--- src/rtl/toll_lane_ctrl.sv ---
// Single-lane toll-gate controller: occupancy tracking, entry-to-reader timing,
// E-pass verdict handshake and barrier commands. Define TOLL_AUTO_CLOSE_EN for the OPEN auto-close timer.
module toll_lane_ctrl #(
  parameter int CNT_W      = 4,
  parameter int MAX_VEH    = 8,
  parameter int TIME_W     = 16,
  parameter int VERIFY_TMO = 50000,
  parameter int CLOSE_TMO  = 200000
) (
  input  logic              clk,
  input  logic              reset,
  input  logic              sensor_in,
  input  logic              sensor_chk,
  input  logic              sensor_out,
  input  logic              epass_valid,
  input  logic              epass_ok,
  output logic              epass_req,
  output logic [TIME_W-1:0] travel_time,
  output logic              travel_time_vld,
  output logic              gate_up,
  output logic              gate_down,
  output logic              gate_open,
  output logic              reject,
  output logic [CNT_W-1:0]  occupancy,
  output logic              lane_en,
  output logic              lane_dis,
  output logic              fault
);

  localparam int VCNT_W = (VERIFY_TMO > 1) ? $clog2(VERIFY_TMO) : 1;

  if (MAX_VEH < 1 || MAX_VEH > (2**CNT_W) - 1 || VERIFY_TMO < 1 || CLOSE_TMO < 1) begin : g_bad_param
    $error("toll_lane_ctrl: illegal parameter combination");
  end

  typedef enum logic [2:0] {S_IDLE, S_TIMING, S_VERIFY, S_OPEN, S_REJECT} state_t;

  state_t              state_q, state_d;
  logic                sin_q, sin_d, schk_q, schk_d, sout_q, sout_d;
  logic                queued_q, queued_d;
  logic [TIME_W-1:0]   timer_q, timer_d, timer_inc;
  logic [VCNT_W-1:0]   vcnt_q, vcnt_d;
  logic [CNT_W-1:0]    occ_q, occ_d;
  logic                fault_q, fault_d;
  logic [TIME_W-1:0]   travel_time_q, travel_time_d;
  logic                travel_time_vld_q, travel_time_vld_d;
  logic                epass_req_q, epass_req_d;
  logic                gate_up_q, gate_up_d, gate_down_q, gate_down_d;
  logic                gate_open_q, gate_open_d, reject_q, reject_d;
`ifdef TOLL_AUTO_CLOSE_EN
  localparam int CCNT_W = (CLOSE_TMO > 1) ? $clog2(CLOSE_TMO) : 1;
  logic [CCNT_W-1:0]   ccnt_q, ccnt_d;
`endif

  logic                entry_edge, chk_rise, chk_fall, exit_edge;
  logic                acc_entry, withdraw;
  logic [CNT_W:0]      occ_up, occ_dec;

  assign entry_edge = sensor_in & ~sin_q;
  assign chk_rise   = sensor_chk & ~schk_q;
  assign chk_fall   = ~sensor_chk & schk_q;
  assign exit_edge  = ~sensor_out & sout_q;

  assign lane_en    = (occ_q < CNT_W'(MAX_VEH));
  assign acc_entry  = entry_edge & lane_en;
  assign withdraw   = chk_fall & (state_q == S_REJECT);
  assign occ_up     = {1'b0, occ_q} + (CNT_W+1)'(acc_entry);
  assign occ_dec    = (CNT_W+1)'(exit_edge) + (CNT_W+1)'(withdraw);
  assign timer_inc  = (timer_q == '1) ? timer_q : timer_q + 1'b1;

  always_comb begin
    state_d           = state_q;
    sin_d             = sensor_in;
    schk_d            = sensor_chk;
    sout_d            = sensor_out;
    queued_d          = queued_q;
    timer_d           = timer_q;
    vcnt_d            = vcnt_q;
    fault_d           = fault_q;
    travel_time_d     = travel_time_q;
    travel_time_vld_d = 1'b0;
    epass_req_d       = 1'b0;
    gate_up_d         = 1'b0;
    gate_down_d       = 1'b0;
    gate_open_d       = gate_open_q;
    reject_d          = reject_q;
`ifdef TOLL_AUTO_CLOSE_EN
    ccnt_d            = ccnt_q;
`endif

    // Net occupancy delta; any underflow clamps at zero and flags a fault.
    if (occ_up < occ_dec) begin
      occ_d   = '0;
      fault_d = 1'b1;
    end else begin
      occ_d   = CNT_W'(occ_up - occ_dec);
    end
    if (entry_edge && !lane_en) fault_d = 1'b1;
    if (acc_entry && state_q != S_IDLE) queued_d = 1'b1;

    unique case (state_q)
      S_IDLE: begin
        if (acc_entry || queued_q) begin
          state_d  = S_TIMING;
          timer_d  = '0;
          queued_d = 1'b0;
        end
      end
      S_TIMING: begin
        timer_d = timer_inc;
        // Capture includes the reader-edge cycle itself.
        if (chk_rise) begin
          travel_time_d     = timer_inc;
          travel_time_vld_d = 1'b1;
          epass_req_d       = 1'b1;
          vcnt_d            = '0;
          state_d           = S_VERIFY;
        end
      end
      S_VERIFY: begin
        if (epass_valid) begin
          if (epass_ok) begin
            gate_up_d   = 1'b1;
            gate_open_d = 1'b1;
            state_d     = S_OPEN;
`ifdef TOLL_AUTO_CLOSE_EN
            ccnt_d      = '0;
`endif
          end else begin
            reject_d = 1'b1;
            state_d  = S_REJECT;
          end
        end else if (vcnt_q == VCNT_W'(VERIFY_TMO - 1)) begin
          fault_d  = 1'b1;
          reject_d = 1'b1;
          state_d  = S_REJECT;
        end else begin
          vcnt_d = vcnt_q + 1'b1;
        end
      end
      S_OPEN: begin
        if (exit_edge) begin
          gate_down_d = 1'b1;
          gate_open_d = 1'b0;
          state_d     = S_IDLE;
        end
`ifdef TOLL_AUTO_CLOSE_EN
        else if (ccnt_q == CCNT_W'(CLOSE_TMO - 1)) begin
          gate_down_d = 1'b1;
          gate_open_d = 1'b0;
          fault_d     = 1'b1;
          state_d     = S_IDLE;
        end else begin
          ccnt_d = ccnt_q + 1'b1;
        end
`endif
      end
      S_REJECT: begin
        if (chk_fall) begin
          reject_d = 1'b0;
          state_d  = S_IDLE;
        end
      end
      default: state_d = S_IDLE;
    endcase
  end

  always_ff @(posedge clk) begin
    if (reset) begin
      state_q           <= S_IDLE;
      sin_q             <= 1'b0;
      schk_q            <= 1'b0;
      sout_q            <= 1'b0;
      queued_q          <= 1'b0;
      timer_q           <= '0;
      vcnt_q            <= '0;
      occ_q             <= '0;
      fault_q           <= 1'b0;
      travel_time_q     <= '0;
      travel_time_vld_q <= 1'b0;
      epass_req_q       <= 1'b0;
      gate_up_q         <= 1'b0;
      gate_down_q       <= 1'b0;
      gate_open_q       <= 1'b0;
      reject_q          <= 1'b0;
`ifdef TOLL_AUTO_CLOSE_EN
      ccnt_q            <= '0;
`endif
    end else begin
      state_q           <= state_d;
      sin_q             <= sin_d;
      schk_q            <= schk_d;
      sout_q            <= sout_d;
      queued_q          <= queued_d;
      timer_q           <= timer_d;
      vcnt_q            <= vcnt_d;
      occ_q             <= occ_d;
      fault_q           <= fault_d;
      travel_time_q     <= travel_time_d;
      travel_time_vld_q <= travel_time_vld_d;
      epass_req_q       <= epass_req_d;
      gate_up_q         <= gate_up_d;
      gate_down_q       <= gate_down_d;
      gate_open_q       <= gate_open_d;
      reject_q          <= reject_d;
`ifdef TOLL_AUTO_CLOSE_EN
      ccnt_q            <= ccnt_d;
`endif
    end
  end

  assign epass_req       = epass_req_q;
  assign travel_time     = travel_time_q;
  assign travel_time_vld = travel_time_vld_q;
  assign gate_up         = gate_up_q;
  assign gate_down       = gate_down_q;
  assign gate_open       = gate_open_q;
  assign reject          = reject_q;
  assign occupancy       = occ_q;
  assign lane_dis        = ~lane_en;
  assign fault           = fault_q;

endmodule

--- config.mk ---
export PLATFORM = sky130hd
export DESIGN_NAME = toll_lane_ctrl
export DESIGN_NICKNAME = d
export VERILOG_FILES = /design/src/rtl/toll_lane_ctrl.sv
export SDC_FILE = /design/constraint.sdc
export NUM_CORES = 1
export LEC_CHECK = 0
export CAP_MARGIN = 20
export CELL_PAD_IN_SITES_DETAIL_PLACEMENT = 1
export CELL_PAD_IN_SITES_GLOBAL_PLACEMENT = 2
export CORE_ASPECT_RATIO = 0.75
export CORE_UTILIZATION = 34
export DETAILED_ROUTE_END_ITERATION = 12
export GPL_ROUTABILITY_DRIVEN = 0
export GPL_TIMING_DRIVEN = 1
export PLACE_DENSITY_LB_ADDON = 0.12
export SLEW_MARGIN = 15
export SYNTH_ARGS = -nofsm -noshare
export SYNTH_HDL_FRONTEND = slang
export SYNTH_SLANG_ARGS = --single-unit
--- constraint.sdc ---
create_clock -name clk -period 3.92 [get_ports clk]
set_input_delay 0.98 -clock clk [delete_from_list [all_inputs] [get_ports clk]]
set_output_delay 0.98 -clock clk [all_outputs]
set_load 0.01 [all_outputs]
After elaboration in Yosys (flattened, before gate mapping):

Index checks and enable logic that the tools add are counted.

* output and inout bits: 29
* logic and storage cells: 108
* register bits after elaboration: 65
* input port bits: 7

* bitwise logic cells: 15
* reduce and logical (&&, ||, !) cells: 20
* mux-type cells: 35
* add/subtract/negate cells: 5
* equal/unequal tests: 16
* order comparisons: 2

Operators by type and width (number)
* $mux W16: 5
* $pmux W16 S2: 2
* $add A16 B1 Y16 const B: 2
* $eq A16 B16 Y1 const B: 2
* $mux W3: 7
* $mux W1: 18
* $ne A2 B2 Y1 const B: 8
* $pmux W3 S5: 1
* $reduce_and A4 Y1: 3
* $not A1 Y1: 9
* $reduce_bool A2 Y1: 4
* $and A1 B1 Y1: 6
* $eq A3 B2 Y1 const B: 2
* $ne A3 B3 Y1 const B: 2
* $reduce_or A2 Y1: 3
* $add A4 B1 Y5: 1
* $lt A5 B2 Y1: 1
* $reduce_and A5 Y1: 1
* $lt A4 B4 Y1 const B: 1
* $pmux W1 S2: 2
* $reduce_and A2 Y1: 2
* $sub A4 B2 Y4: 1
* $eq A3 B1 Y1 const B: 1
* $eq A3 B3 Y1 const B: 1
* 7 further kinds: 8

Longest topological paths before layout:

* depth in word-level cells: 10
* gate-level depth with buffers: 10
* gate-level depth less buffers: 10

Worst setup path before layout:

Ideal clock, no wire load.

* kind: input -> register
* start point: input port sensor_in
* end point: register occ_q[2], in the netlist occupancy[2]
* arrival time: 2903 ps
* cell stages on the path: 9
* library setup time: 116 ps
* path buffers: 0
* path slack: 900 ps
* cells stage by stage: or3b_2 inv_1 ha_1 ha_1 ha_1 a211oi_1 o21ai_0 nand2b_1 nor2_1

* cells in the longest elaborated chain, start to end: 5
* elaborated cells on any way between the ends: 6

Ends and longest elaborated chain
* from (decl): RTL line 12 `input logic sensor_in,`
* $and A1 B1 Y1 *: RTL line 59 `assign entry_edge = sensor_in & ~sin_q;`
* $and A1 B1 Y1 *: RTL line 65 `assign acc_entry = entry_edge & lane_en;`
* $add A4 B1 Y5 *: RTL line 67 `assign occ_up = {1'b0, occ_q} + (CNT_W+1)'(acc_entry);`
* $lt A5 B2 Y1: RTL line 92 `if (occ_up < occ_dec) begin`
* $reduce_or A2 Y1 (no source line)
* to (signal assigned): RTL line 177 `occ_q <= '0;`
* to (signal assigned): RTL line 197 `occ_q <= occ_d;`
* to (decl): RTL line 43 `logic [CNT_W-1:0] occ_q, occ_d;`

Every way passes the cells marked *; elsewhere a longest branch is shown, timed or not.
A chain may end at the register's enable or synchronous reset.

Worst setup path after layout:

* start point: input port sensor_in
* end point: register occ_q[0], in the netlist occupancy[0]

Same word-level chain as after synthesis.

==> results.sh <==
export IMPL_outcome="completed"
export IMPL_overall_die_area_mm2=0.0102
export IMPL_postSynth_topFlopCell="dfxtp_1"
export IMPL_number_of_synthesized_flops_with_an_enable_pin=0
export IMPL_layout_filler_cells=1115
export IMPL_fin_worst_skew_ns=0.00913
export IMPL_period_share_pct=87.9
export IMPL_post_drt_wl_per_cell_um=16.1
export IMPL_min_period_ns=3.44
export IMPL_timing_max_cap_violations=0
export IMPL_synth_sequential_area_ratio_pct=39.1
export IMPL_clock_root_buffer="clkbuf_16"
export IMPL_postSynth_asyncResetShare_pct=0
export IMPL_cts_tree="done"
export IMPL_biggest_area_contributors_in_the_synthesized_netlist="dfxtp_1 (39%), nor2_1 (5.3%), xor2_1 (5.0%)"
export IMPL_num_io_pins=36
export IMPL_grt_max_degree=20
export IMPL_core_area_mm2=0.00927
export IMPL_final_instance_count_excl_fill=553
export IMPL_cts_resized_gates=0
export IMPL_ys_types=59
export IMPL_setup_viol_count_final=0
export IMPL_synth_top_cell_area_share_pct=39.1
export IMPL_place_ws_ns=0.156
export IMPL_drt_first_iter_violations=161
export IMPL_die_x_um=116
export IMPL_grt_overflow_total=0
export IMPL_finalPower_mw=2.05
export IMPL_total_leakage_power_nw=1.37
export IMPL_yosys_register_bits=65
export IMPL_dr_pass1_iters=4
export IMPL_cts_reportedPaths_clkPinSlew_ns=0.06
export IMPL_via_count_of_the_first_global_routing_pass=2740
export IMPL_routed_wl_mm=8.93
export IMPL_portBuffers=35
export IMPL_grt_pass1_wl_mm=14.7
export IMPL_number_of_hold_repair_buffers_added_at_the_cts_stage=0
export IMPL_min_path_type="flip-flop to flip-flop"
export IMPL_final_nets=435
export IMPL_remaining_drc_errors=0
export IMPL_floorplan_initialDensity_pct=35.9
export IMPL_grtUsageTotal_pct=19.2
export IMPL_worst_path_max_fanout=4
export IMPL_synth_largest_area_cell="dfxtp_1"
export IMPL_synthesized_nets=411
export IMPL_criticalPathCategory="primary input to flip-flop"
export IMPL_num_antenna_cells=0
export IMPL_antenna_found_initial=0
export IMPL_critPathLaunchType="primary input"
export IMPL_placed_cells_incl_taps=537
export IMPL_yosys_cell_count_top_type="dfxtp_1"
export IMPL_rsz0062_at_grt="no"
export IMPL_post_drt_via_cell_ratio=5.23
export IMPL_postLayoutSetupSlackWorst_ns=0.475
export IMPL_multi_input_area_mm2=0.00183
export IMPL_clock_sinks=65
export IMPL_drive_gt1_share_pct=8.00
export IMPL_cts_repair_timing_setup_buffer_count=0
export IMPL_cts_inserted_buffers=9
export IMPL_critical_path_endpoint_type="flip-flop"
export IMPL_slew_headroom_pct=54.2
export IMPL_placement_rows=30
export IMPL_synthesis_area_mm2=0.00333
export IMPL_drt_antenna_violating_nets=0
export IMPL_tightest_slew_ns=0.685
export IMPL_netlist_top_cells_count="dfxtp_1 (65), nor2_1 (47), nand2_1 (30)"
export IMPL_seqCellArea_mm2=0.00130
export IMPL_hold_viol_final=0
export IMPL_htreeDepth=3
export IMPL_area_growth_pct=20.5
export IMPL_finalSetupTns_ns=0
export IMPL_worst_ep_required_time_ns=4.14
export IMPL_cp_data_arrival_time_ns=3.66
export IMPL_yosys_warnings=0
export IMPL_ctsLongestPathBuffers=2
export IMPL_max_freq_mhz=290
export IMPL_place_hpwl_mm=6.48
export IMPL_syn_area_per_cell_um2=8.41
export IMPL_via_count=2891
export IMPL_cellPowerDensity_mw_per_mm2=512
export IMPL_finalMaxSlewViolations=0
export IMPL_die_y_um=87.7
export IMPL_clock_insertion_delay_worst_skew_ns=0.33
export IMPL_max_vdd_ir_drop_mv=0.202
export IMPL_syn_instance_count=396
layer usage:
metal  wire length, um  track usage (%)  vias to the layer above
met5                 0                0                        -
met4                85             6.64                        0
met3               329             5.88                       10
met2              3480             25.7                       38
met1              5040             28.6                     1369
li1                  -                -                     1474
cells by family (layout without fill, tap and decap cells):
logic type / after synthesis / in the layout / share of synthesized area (%)
adders and majority gates: 8 / 8 / 3.23
DFF: 65 / 65 / 39.1
buffers and inverters: 41 / 70 / 5.86
and+or+nand+nor: 169 / 169 / 27.3
AOI/OAI and AO/OA: 84 / 84 / 16.9
xor gates and xnor gates: 28 / 28 / 7.36
muxes: 1 / 1 / 0.301
path summary, 6_finish.rpt:
kind	startpoint	to	slack, ns	depth (start not counted)
max	sensor_in	occupancy[0]$_SDFF_PP0_	0.48	10
min	travel_time[12]$_SDFFE_PP0P_	travel_time[12]$_SDFFE_PP0P_	0.47	2
max reg2reg	occupancy[3]$_SDFF_PP0_	occupancy[0]$_SDFF_PP0_	1.21	9
min reg2reg	travel_time[12]$_SDFFE_PP0P_	travel_time[12]$_SDFFE_PP0P_	0.47	2
power by group:
| group | switching [mW] | leakage (nW) | internal, mW |
|---|---|---|---|
| clock | 0.279 | 0.139 | 0.459 |
| sequential | 0.0748 | 0.526 | 0.726 |
| combinational | 0.274 | 0.704 | 0.242 |
critical path, cell delays in order:
cell and delay [ns]:
clkdlybuf4s50_1 0.50, or3b_2 0.47, inv_1 0.12, ha_1 0.21
ha_1 0.28, ha_1 0.31, a211oi_1 0.33, o21ai_0 0.20
nand2b_1 0.20, nor2_1 0.07
cell usage in the layout (no fill, tap or decap), types with 11 or more instances in the layout:
cell type,instances
nor2_1,47
xor2_1,19
clkdlybuf4s50_1,35
nand4_1,12
nand2_1,30
inv_1,13
a31oi_1,11
a21oi_1,20
nand3_1,18
nor3_1,11
o21ai_0,16
dfxtp_1,65
metrics by stage:
stage | hold WS, ns | instance area, um2 | utilization [%]
5_1_grt | 0.495 | 4020 | 43.3
3_5_place_dp | 0.457 | 3740 | 40.3
4_1_cts | 0.472 | 4020 | 43.3
2_1_floorplan | 0.467 | 3330 | -
6_report | 0.468 | 4020 | 43.3
3_3_place_gp | 0.453 | 3740 | 40.3
state kept, by name, summed over array words and instances, names as in the netlist:
signal	flops
sout_q	1
fault	1
occupancy	4
epass_req	1
travel_time	16
state_q	3
timer_q	16
queued_q	1
gate_up	1
sin_q	1
schk_q	1
vcnt_q	16
reject	1
gate_down	1
gate_open	1
area by class of cell:
type                    count  area share [%]
clock buffers              13            6.48
inverters                  13            1.22
clock inverters             3           0.374
repair buffers             41            9.85
well taps                 128            3.99
multi-input cells         290            45.7
flip-flops and latches     65            32.4
No activity file was read; power rests on OpenSTA's default activity.
